--- src/rtl/seq_110110_tx_if.sv ---
// Bundle of burst control inputs and serial stream outputs for the pattern transmitter.
// The master side issues bursts and the slave side (the transmitter) drives the stream.
`timescale 1ns/1ps
interface seq_110110_tx_if #(
  parameter int CNT_W = 8,
  parameter int GAP_W = 4
);
  logic             start;
  logic [CNT_W-1:0] rep_cnt;
  logic [GAP_W-1:0] gap;
  logic             abort;
  logic             x;
  logic             x_valid;
  logic             busy;
  logic             done;
  logic [CNT_W-1:0] frames_sent;

  modport master (
    output start, rep_cnt, gap, abort,
    input  x, x_valid, busy, done, frames_sent
  );

  modport slave (
    input  start, rep_cnt, gap, abort,
    output x, x_valid, busy, done, frames_sent
  );
endinterface

--- src/rtl/seq_110110_tx.sv ---
// Serial pattern transmitter: sends PATTERN MSB first, one bit per clock, rep_cnt
// times per burst with optional idle gaps; every output comes straight from a register.
`timescale 1ns/1ps
module seq_110110_tx #(
  parameter int                   PATTERN_W = 6,
  parameter logic [PATTERN_W-1:0] PATTERN   = 6'b110110,
  parameter int                   CNT_W     = 8,
  parameter int                   GAP_W     = 4
) (
  input logic                clk,
  input logic                rst,
  seq_110110_tx_if.slave     bus
);

  localparam int                 IDX_W   = $clog2(PATTERN_W);
  localparam logic [IDX_W-1:0]   IDX_MSB = IDX_W'(PATTERN_W - 1);

  typedef enum logic [1:0] {
    S_IDLE  = 2'd0,
    S_SHIFT = 2'd1,
    S_GAP   = 2'd2,
    S_DONE  = 2'd3
  } state_t;

  state_t           r_state;
  logic [IDX_W-1:0] r_bit_idx;
  logic [GAP_W-1:0] r_gap_cnt;
  logic [GAP_W-1:0] r_gap_len;
  logic [CNT_W-1:0] r_rep_left;
  logic [CNT_W-1:0] r_frames;
  logic             r_x;
  logic             r_x_valid;
  logic             r_busy;
  logic             r_done;

  state_t           w_state_nx;
  logic [IDX_W-1:0] w_bit_idx_nx;
  logic [GAP_W-1:0] w_gap_cnt_nx;
  logic [GAP_W-1:0] w_gap_len_nx;
  logic [CNT_W-1:0] w_rep_left_nx;
  logic [CNT_W-1:0] w_frames_nx;
  logic             w_x_nx;
  logic             w_x_valid_nx;
  logic             w_busy_nx;
  logic             w_done_nx;

  logic [IDX_W-1:0] w_idx_dec;
  logic [CNT_W-1:0] w_rep_dec;

  function automatic logic pat_bit(input logic [IDX_W-1:0] idx);
    return PATTERN[idx];
  endfunction

  assign w_idx_dec = r_bit_idx - IDX_W'(1);
  assign w_rep_dec = r_rep_left - CNT_W'(1);

  always_ff @(posedge clk or posedge rst) begin
    if (rst) begin
      r_state    <= S_IDLE;
      r_bit_idx  <= '0;
      r_gap_cnt  <= '0;
      r_gap_len  <= '0;
      r_rep_left <= '0;
      r_frames   <= '0;
      r_x        <= 1'b0;
      r_x_valid  <= 1'b0;
      r_busy     <= 1'b0;
      r_done     <= 1'b0;
    end else begin
      r_state    <= w_state_nx;
      r_bit_idx  <= w_bit_idx_nx;
      r_gap_cnt  <= w_gap_cnt_nx;
      r_gap_len  <= w_gap_len_nx;
      r_rep_left <= w_rep_left_nx;
      r_frames   <= w_frames_nx;
      r_x        <= w_x_nx;
      r_x_valid  <= w_x_valid_nx;
      r_busy     <= w_busy_nx;
      r_done     <= w_done_nx;
    end
  end

  // Next-state logic also computes next output values, so outputs stay registered.
  always_comb begin
    w_state_nx    = r_state;
    w_bit_idx_nx  = r_bit_idx;
    w_gap_cnt_nx  = r_gap_cnt;
    w_gap_len_nx  = r_gap_len;
    w_rep_left_nx = r_rep_left;
    w_frames_nx   = r_frames;
    w_x_nx        = 1'b0;
    w_x_valid_nx  = 1'b0;
    w_busy_nx     = 1'b0;
    w_done_nx     = 1'b0;

    case (r_state)
      S_IDLE: begin
        if (bus.start && (bus.rep_cnt != '0)) begin
          w_state_nx    = S_SHIFT;
          w_bit_idx_nx  = IDX_MSB;
          w_rep_left_nx = bus.rep_cnt;
          w_gap_len_nx  = bus.gap;
          w_gap_cnt_nx  = '0;
          w_frames_nx   = '0;
          w_x_nx        = pat_bit(IDX_MSB);
          w_x_valid_nx  = 1'b1;
          w_busy_nx     = 1'b1;
        end
      end

      S_SHIFT: begin
        if (bus.abort) begin
          w_state_nx   = S_IDLE;
          w_bit_idx_nx = '0;
        end else if (r_bit_idx != '0) begin
          w_bit_idx_nx = w_idx_dec;
          w_x_nx       = pat_bit(w_idx_dec);
          w_x_valid_nx = 1'b1;
          w_busy_nx    = 1'b1;
        end else begin
          // Leaving the LSB: this pattern is complete.
          w_frames_nx   = r_frames + CNT_W'(1);
          w_rep_left_nx = w_rep_dec;
          if (w_rep_dec == '0) begin
            w_state_nx = S_DONE;
            w_done_nx  = 1'b1;
          end else if (r_gap_len != '0) begin
            w_state_nx   = S_GAP;
            w_gap_cnt_nx = r_gap_len;
            w_busy_nx    = 1'b1;
          end else begin
            w_bit_idx_nx = IDX_MSB;
            w_x_nx       = pat_bit(IDX_MSB);
            w_x_valid_nx = 1'b1;
            w_busy_nx    = 1'b1;
          end
        end
      end

      S_GAP: begin
        if (bus.abort) begin
          w_state_nx   = S_IDLE;
          w_gap_cnt_nx = '0;
        end else if (r_gap_cnt <= GAP_W'(1)) begin
          w_state_nx   = S_SHIFT;
          w_gap_cnt_nx = '0;
          w_bit_idx_nx = IDX_MSB;
          w_x_nx       = pat_bit(IDX_MSB);
          w_x_valid_nx = 1'b1;
          w_busy_nx    = 1'b1;
        end else begin
          w_gap_cnt_nx = r_gap_cnt - GAP_W'(1);
          w_busy_nx    = 1'b1;
        end
      end

      S_DONE: begin
        w_state_nx = S_IDLE;
      end

      default: begin
        w_state_nx = S_IDLE;
      end
    endcase
  end

  assign bus.x           = r_x;
  assign bus.x_valid     = r_x_valid;
  assign bus.busy        = r_busy;
  assign bus.done        = r_done;
  assign bus.frames_sent = r_frames;

endmodule
--- src/flat_wrapper.sv ---
// flat-port wrapper written by rule: the top's interface ports become plain ports
module seq_110110_tx_flat 
#(
  parameter int                   PATTERN_W = 6,
  parameter logic [PATTERN_W-1:0] PATTERN   = 6'b110110,
  parameter int                   CNT_W     = 8,
  parameter int                   GAP_W     = 4
)
  (clk, rst, bus_start, bus_rep_cnt, bus_gap, bus_abort, bus_x, bus_x_valid, bus_busy, bus_done, bus_frames_sent);
  seq_110110_tx_if #(.CNT_W(CNT_W), .GAP_W(GAP_W)) bus_i ();
  input logic clk;
  input logic rst;
  input wire logic [$bits(bus_i.start)-1:0] bus_start;
  input wire logic [$bits(bus_i.rep_cnt)-1:0] bus_rep_cnt;
  input wire logic [$bits(bus_i.gap)-1:0] bus_gap;
  input wire logic [$bits(bus_i.abort)-1:0] bus_abort;
  output wire logic [$bits(bus_i.x)-1:0] bus_x;
  output wire logic [$bits(bus_i.x_valid)-1:0] bus_x_valid;
  output wire logic [$bits(bus_i.busy)-1:0] bus_busy;
  output wire logic [$bits(bus_i.done)-1:0] bus_done;
  output wire logic [$bits(bus_i.frames_sent)-1:0] bus_frames_sent;
  assign bus_i.start = bus_start;
  assign bus_i.rep_cnt = bus_rep_cnt;
  assign bus_i.gap = bus_gap;
  assign bus_i.abort = bus_abort;
  assign bus_x = bus_i.x;
  assign bus_x_valid = bus_i.x_valid;
  assign bus_busy = bus_i.busy;
  assign bus_done = bus_i.done;
  assign bus_frames_sent = bus_i.frames_sent;
  seq_110110_tx #(.PATTERN_W(PATTERN_W), .PATTERN(PATTERN), .CNT_W(CNT_W), .GAP_W(GAP_W)) u_core (.clk(clk), .rst(rst), .bus(bus_i));
endmodule
--- config.mk ---
export PLATFORM = sky130hd
export DESIGN_NAME = seq_110110_tx_flat
export DESIGN_NICKNAME = d
export VERILOG_FILES = /design/src/rtl/seq_110110_tx_if.sv /design/src/rtl/seq_110110_tx.sv /design/src/flat_wrapper.sv
export SDC_FILE = /design/constraint.sdc
export NUM_CORES = 1
export LEC_CHECK = 0
export BUFFER_PORTS_ARGS = -buffer_cell sky130_fd_sc_hd__buf_2
export CORE_MARGIN = 8
export CORE_UTILIZATION = 54
export CTS_CLUSTER_SIZE = 12
export DETAILED_ROUTE_END_ITERATION = 6
export GPL_TIMING_DRIVEN = 1
export PLACE_DENSITY = 0.84
export SLEW_MARGIN = 20
export SYNTH_ARGS = -nofsm -noshare
export SYNTH_HDL_FRONTEND = slang
export SYNTH_SLANG_ARGS = --single-unit
--- constraint.sdc ---
create_clock -name clk -period 2.9 [get_ports clk]
set_input_delay 0.145 -clock clk [delete_from_list [all_inputs] [get_ports clk]]
set_output_delay 0.145 -clock clk [all_outputs]
set_load 0.01 [all_outputs]
==> results_dict.tcl <==
set metrics [dict create \
    status "finished, violations left" \
    violations "negative hold slack" \
    cts_sinks 33 \
    yosysWarnings 0 \
    fin_crit_sh_pct 84.17 \
    grt_pass1_vias 1684 \
    rr_worst_depth 8 \
    cts_setup_buffers 0 \
    dr_wl_met2_mm 1.954 \
    drv_slew 0 \
    yosysMostFrequentCell "dfrtp_1" \
    reg2reg_setup_slack_ps 460 \
    maxCapViolCount 0 \
    core_region_area_mm2 0.003661 \
    via_count 1765 \
    finalWirelength_mm 4.325 \
    gr-total-overflow 0 \
    drt_iter0_drc 116 \
    pwr-share-comb_pct 50.0 \
    dp.cells 294 \
    post-route-drc-count 0 \
    yosysUniqueCellTypes 49 \
    multiInputGateArea_mm2 0.001134 \
    synth_enable_flop_cells 0 \
    cts_tree "built" \
    period_needed_ps 2441 \
    areaGrowthSynthToFinish_pct 15.09 \
    antenna_found_initial 0 \
    dpl_worst_slack_ps 515.6 \
    p_clk_share_pct 17.1 \
    cp-start-kind "register" \
    track_usage_pct 15.15 \
    numPortBuffers 27 \
    yosys.area.top_type_share_pct 40.32 \
    num_antenna_cells 0 \
    n_fill_cell 297 \
    worst_pin_slew_ps 789.8 \
    finalClockSkew_ps 7.493 \
    post_cts_resized 0 \
    numCtsBuffers 5 \
    syn_inst 222 \
    synth_seq_cells 33 \
    hold_class "in2async" \
    drive_above_1_share_pct 21.65 \
    globalplace.congestion 0.8956 \
    yosys-top-cells-area "dfrtp_1, ha_1, nand2_1" \
    die_area_mm2 0.006019 \
    worstPathMaxFanout 8 \
    relSlewSlack_pct 46.86 \
    fmax_ghz 0.4097 \
    syn-num-nets 250 \
    grt_max_degree 31 \
    ys_seq_area_share_pct 40.32 \
    dp_hpwl_mm 3.204 \
    htreeDepth 2 \
    internal_power_mw 1.493 \
    crit_required_ps 3070 \
    avgViaCountPerCell 5.844 \
    fin_util_pct 64.39 \
    cp-end-kind "register" \
    synth.avg_cell_area_um2 9.226 \
    critical_path.max_stage_delay_ps 430 \
    rsz0062_at_grt "no" \
    first_pass_iters 4 \
    worstSetupStartpoint "u_core.r_rep_left[0]" \
    die_h_um 77.59 \
    rows 22 \
    path_cells "inv_1 -> ha_1 -> or3b_4 -> o31ai_4 -> nand4_4 -> a21o_1 -> a211o_1 -> a32o_1" \
    r2r_end "u_core.r_state[1]" \
    ys_top_cells_by_count "dfrtp_1, nand2_1, nor2_1" \
    start_util_pct 55.95 \
    nets 281 \
    hold_viol 7 \
    syn_area_mm2 0.002048 \
    setup_viol 0 \
    ys.flop_type "dfrtp_1" \
    grt_pass1_wl_mm 7.617 \
    clock_path_buffers 2 \
    ctsHoldBuffers 0 \
    power_switching_mw 1.093 \
    wire_per_inst_um 14.32 \
    switching_share_pct 42.26 \
    worst_ep_arrival_time_ps 2610 \
    clk_pin_slew_ps 70 \
    timing_worst_setup_path_type "reg2reg" \
    cts-root-buf "clkbuf_8" \
    peakVddDrop_uv 595.5 \
    synth-async-reset-ratio_pct 100.0 \
    timing.final.ws_setup_ps 459.0 \
    yosysTopAreaCell "dfrtp_1" \
    route.met3.wl_um 284 \
    die_x_um 77.59 \
    power_density_mw_per_mm2 1097 \
    critPathSlowestCell "or3b_4" \
    r2r-start "u_core.r_rep_left[0]" \
    regArea_um2 825.8 \
    antenna_left 0 \
    top_layer "met4" \
    timing.hold.ws_ps -1.186 \
    tns_ps 0 \
    leakage_nw 1.044 \
    seqPwrFrac_pct 32.9 \
    wl_met1_mm 2.025 \
    insertion_delay_ps 280 \
    final_cells 302 \
    io_pins 28 \
]
-- cells by family after synthesis --
| group | count (synthesis) | share of synthesized area [%] |
|---|---|---|
| simple gates | 76 | 19.12 |
| xor+xnor | 4 | 1.711 |
| compound gates | 67 | 22.91 |
| fa+ha+maj | 12 | 7.330 |
| mux | 8 | 4.276 |
| flops | 33 | 40.32 |
| buf+inv | 22 | 4.337 |
-- flip-flops by register name, indices dropped and copies added, names as in the netlist --
name and flops:
u_core.r_gap_len 4, u_core.bus.done 1, u_core.bus.busy 1, u_core.r_bit_idx 3, u_core.bus.frames_sent 8, u_core.r_rep_left 8, u_core.r_gap_cnt 4, u_core.r_state 2
u_core.bus.x 1, u_core.bus.x_valid 1
-- cell usage in the layout (no fill, tap or decap), types with 2 or more instances in the layout --
cell type,n
dfrtp_1,33
buf_2,27
nand2_1,24
nor2_1,18
o21ai_0,17
inv_1,15
a21oi_1,12
ha_1,12
nor3_1,9
o22a_1,7
mux2_2,6
clkbuf_8,6
o31ai_1,5
nand2b_1,4
or3_1,4
a31oi_1,4
buf_4,4
a22o_1,3
nand3_1,3
nor4_1,2
or4_1,2
o21ai_2,2
xor2_1,2
o21ai_1,2
a21o_1,2
xnor2_1,2
mux2i_1,2
a32oi_1,2
-- power groups by stage --
stage	combinational (mW)	clock, mW	sequential, mW
after global routing	1.47	0.474	0.880
final	1.29	0.442	0.851
after CTS	1.29	0.452	0.849
after detailed placement	1.28	0	0.856
after global placement	1.26	0	0.847
after floorplan	0.994	0	0.847
-- through the flow --
stage	hold slack [ps]	instance area (µm²)	power, mW
4_1_cts	21.02	2357	2.590
2_1_floorplan	273.9	2048	1.841
3_3_place_gp	325.2	2241	2.105
6_report	-1.186	2357	2.587
5_1_grt	60.03	2357	2.820
3_5_place_dp	324.9	2241	2.139
-- routing by layer --
layer | GRT usage (%) | up-vias
met4 | 5.094 | 0
met5 | 0 | -
met3 | 4.839 | 5
li1 | - | 869
met2 | 23.81 | 60
met1 | 19.12 | 831
-- cell type report --
class	instances	area share, %
Multi-Input combinational cell	167	48.09
Clock inverter	1	1.274
Inverter	15	2.389
Tap cell	48	2.548
Clock buffer	7	3.662
Sequential cell	33	35.03
Timing Repair Buffer	31	7.006
-- worst max path at each step --
stage	end	slack, ps	depth (start not counted)
finish	u_core.r_state[1]	460	8
global placement	u_core.r_state[1]	580	8
detailed placement	u_core.r_state[1]	520	8
floorplan	u_core.r_state[1]	650	8
global route	u_core.r_state[1]	360	8
CTS	u_core.r_state[1]	490	8
-- worst max-delay path, delay by kind of cell (launching register included) --
kind                     cells  cell delay [ps]
AO/OA/AOI/OAI                4              980
adder cells (fa/ha/maj)      1              220
buffers and inverters        1               90
flip-flops                   1              410
AND/OR/NAND/NOR              2              610
(Power assumes the default switching activity.)
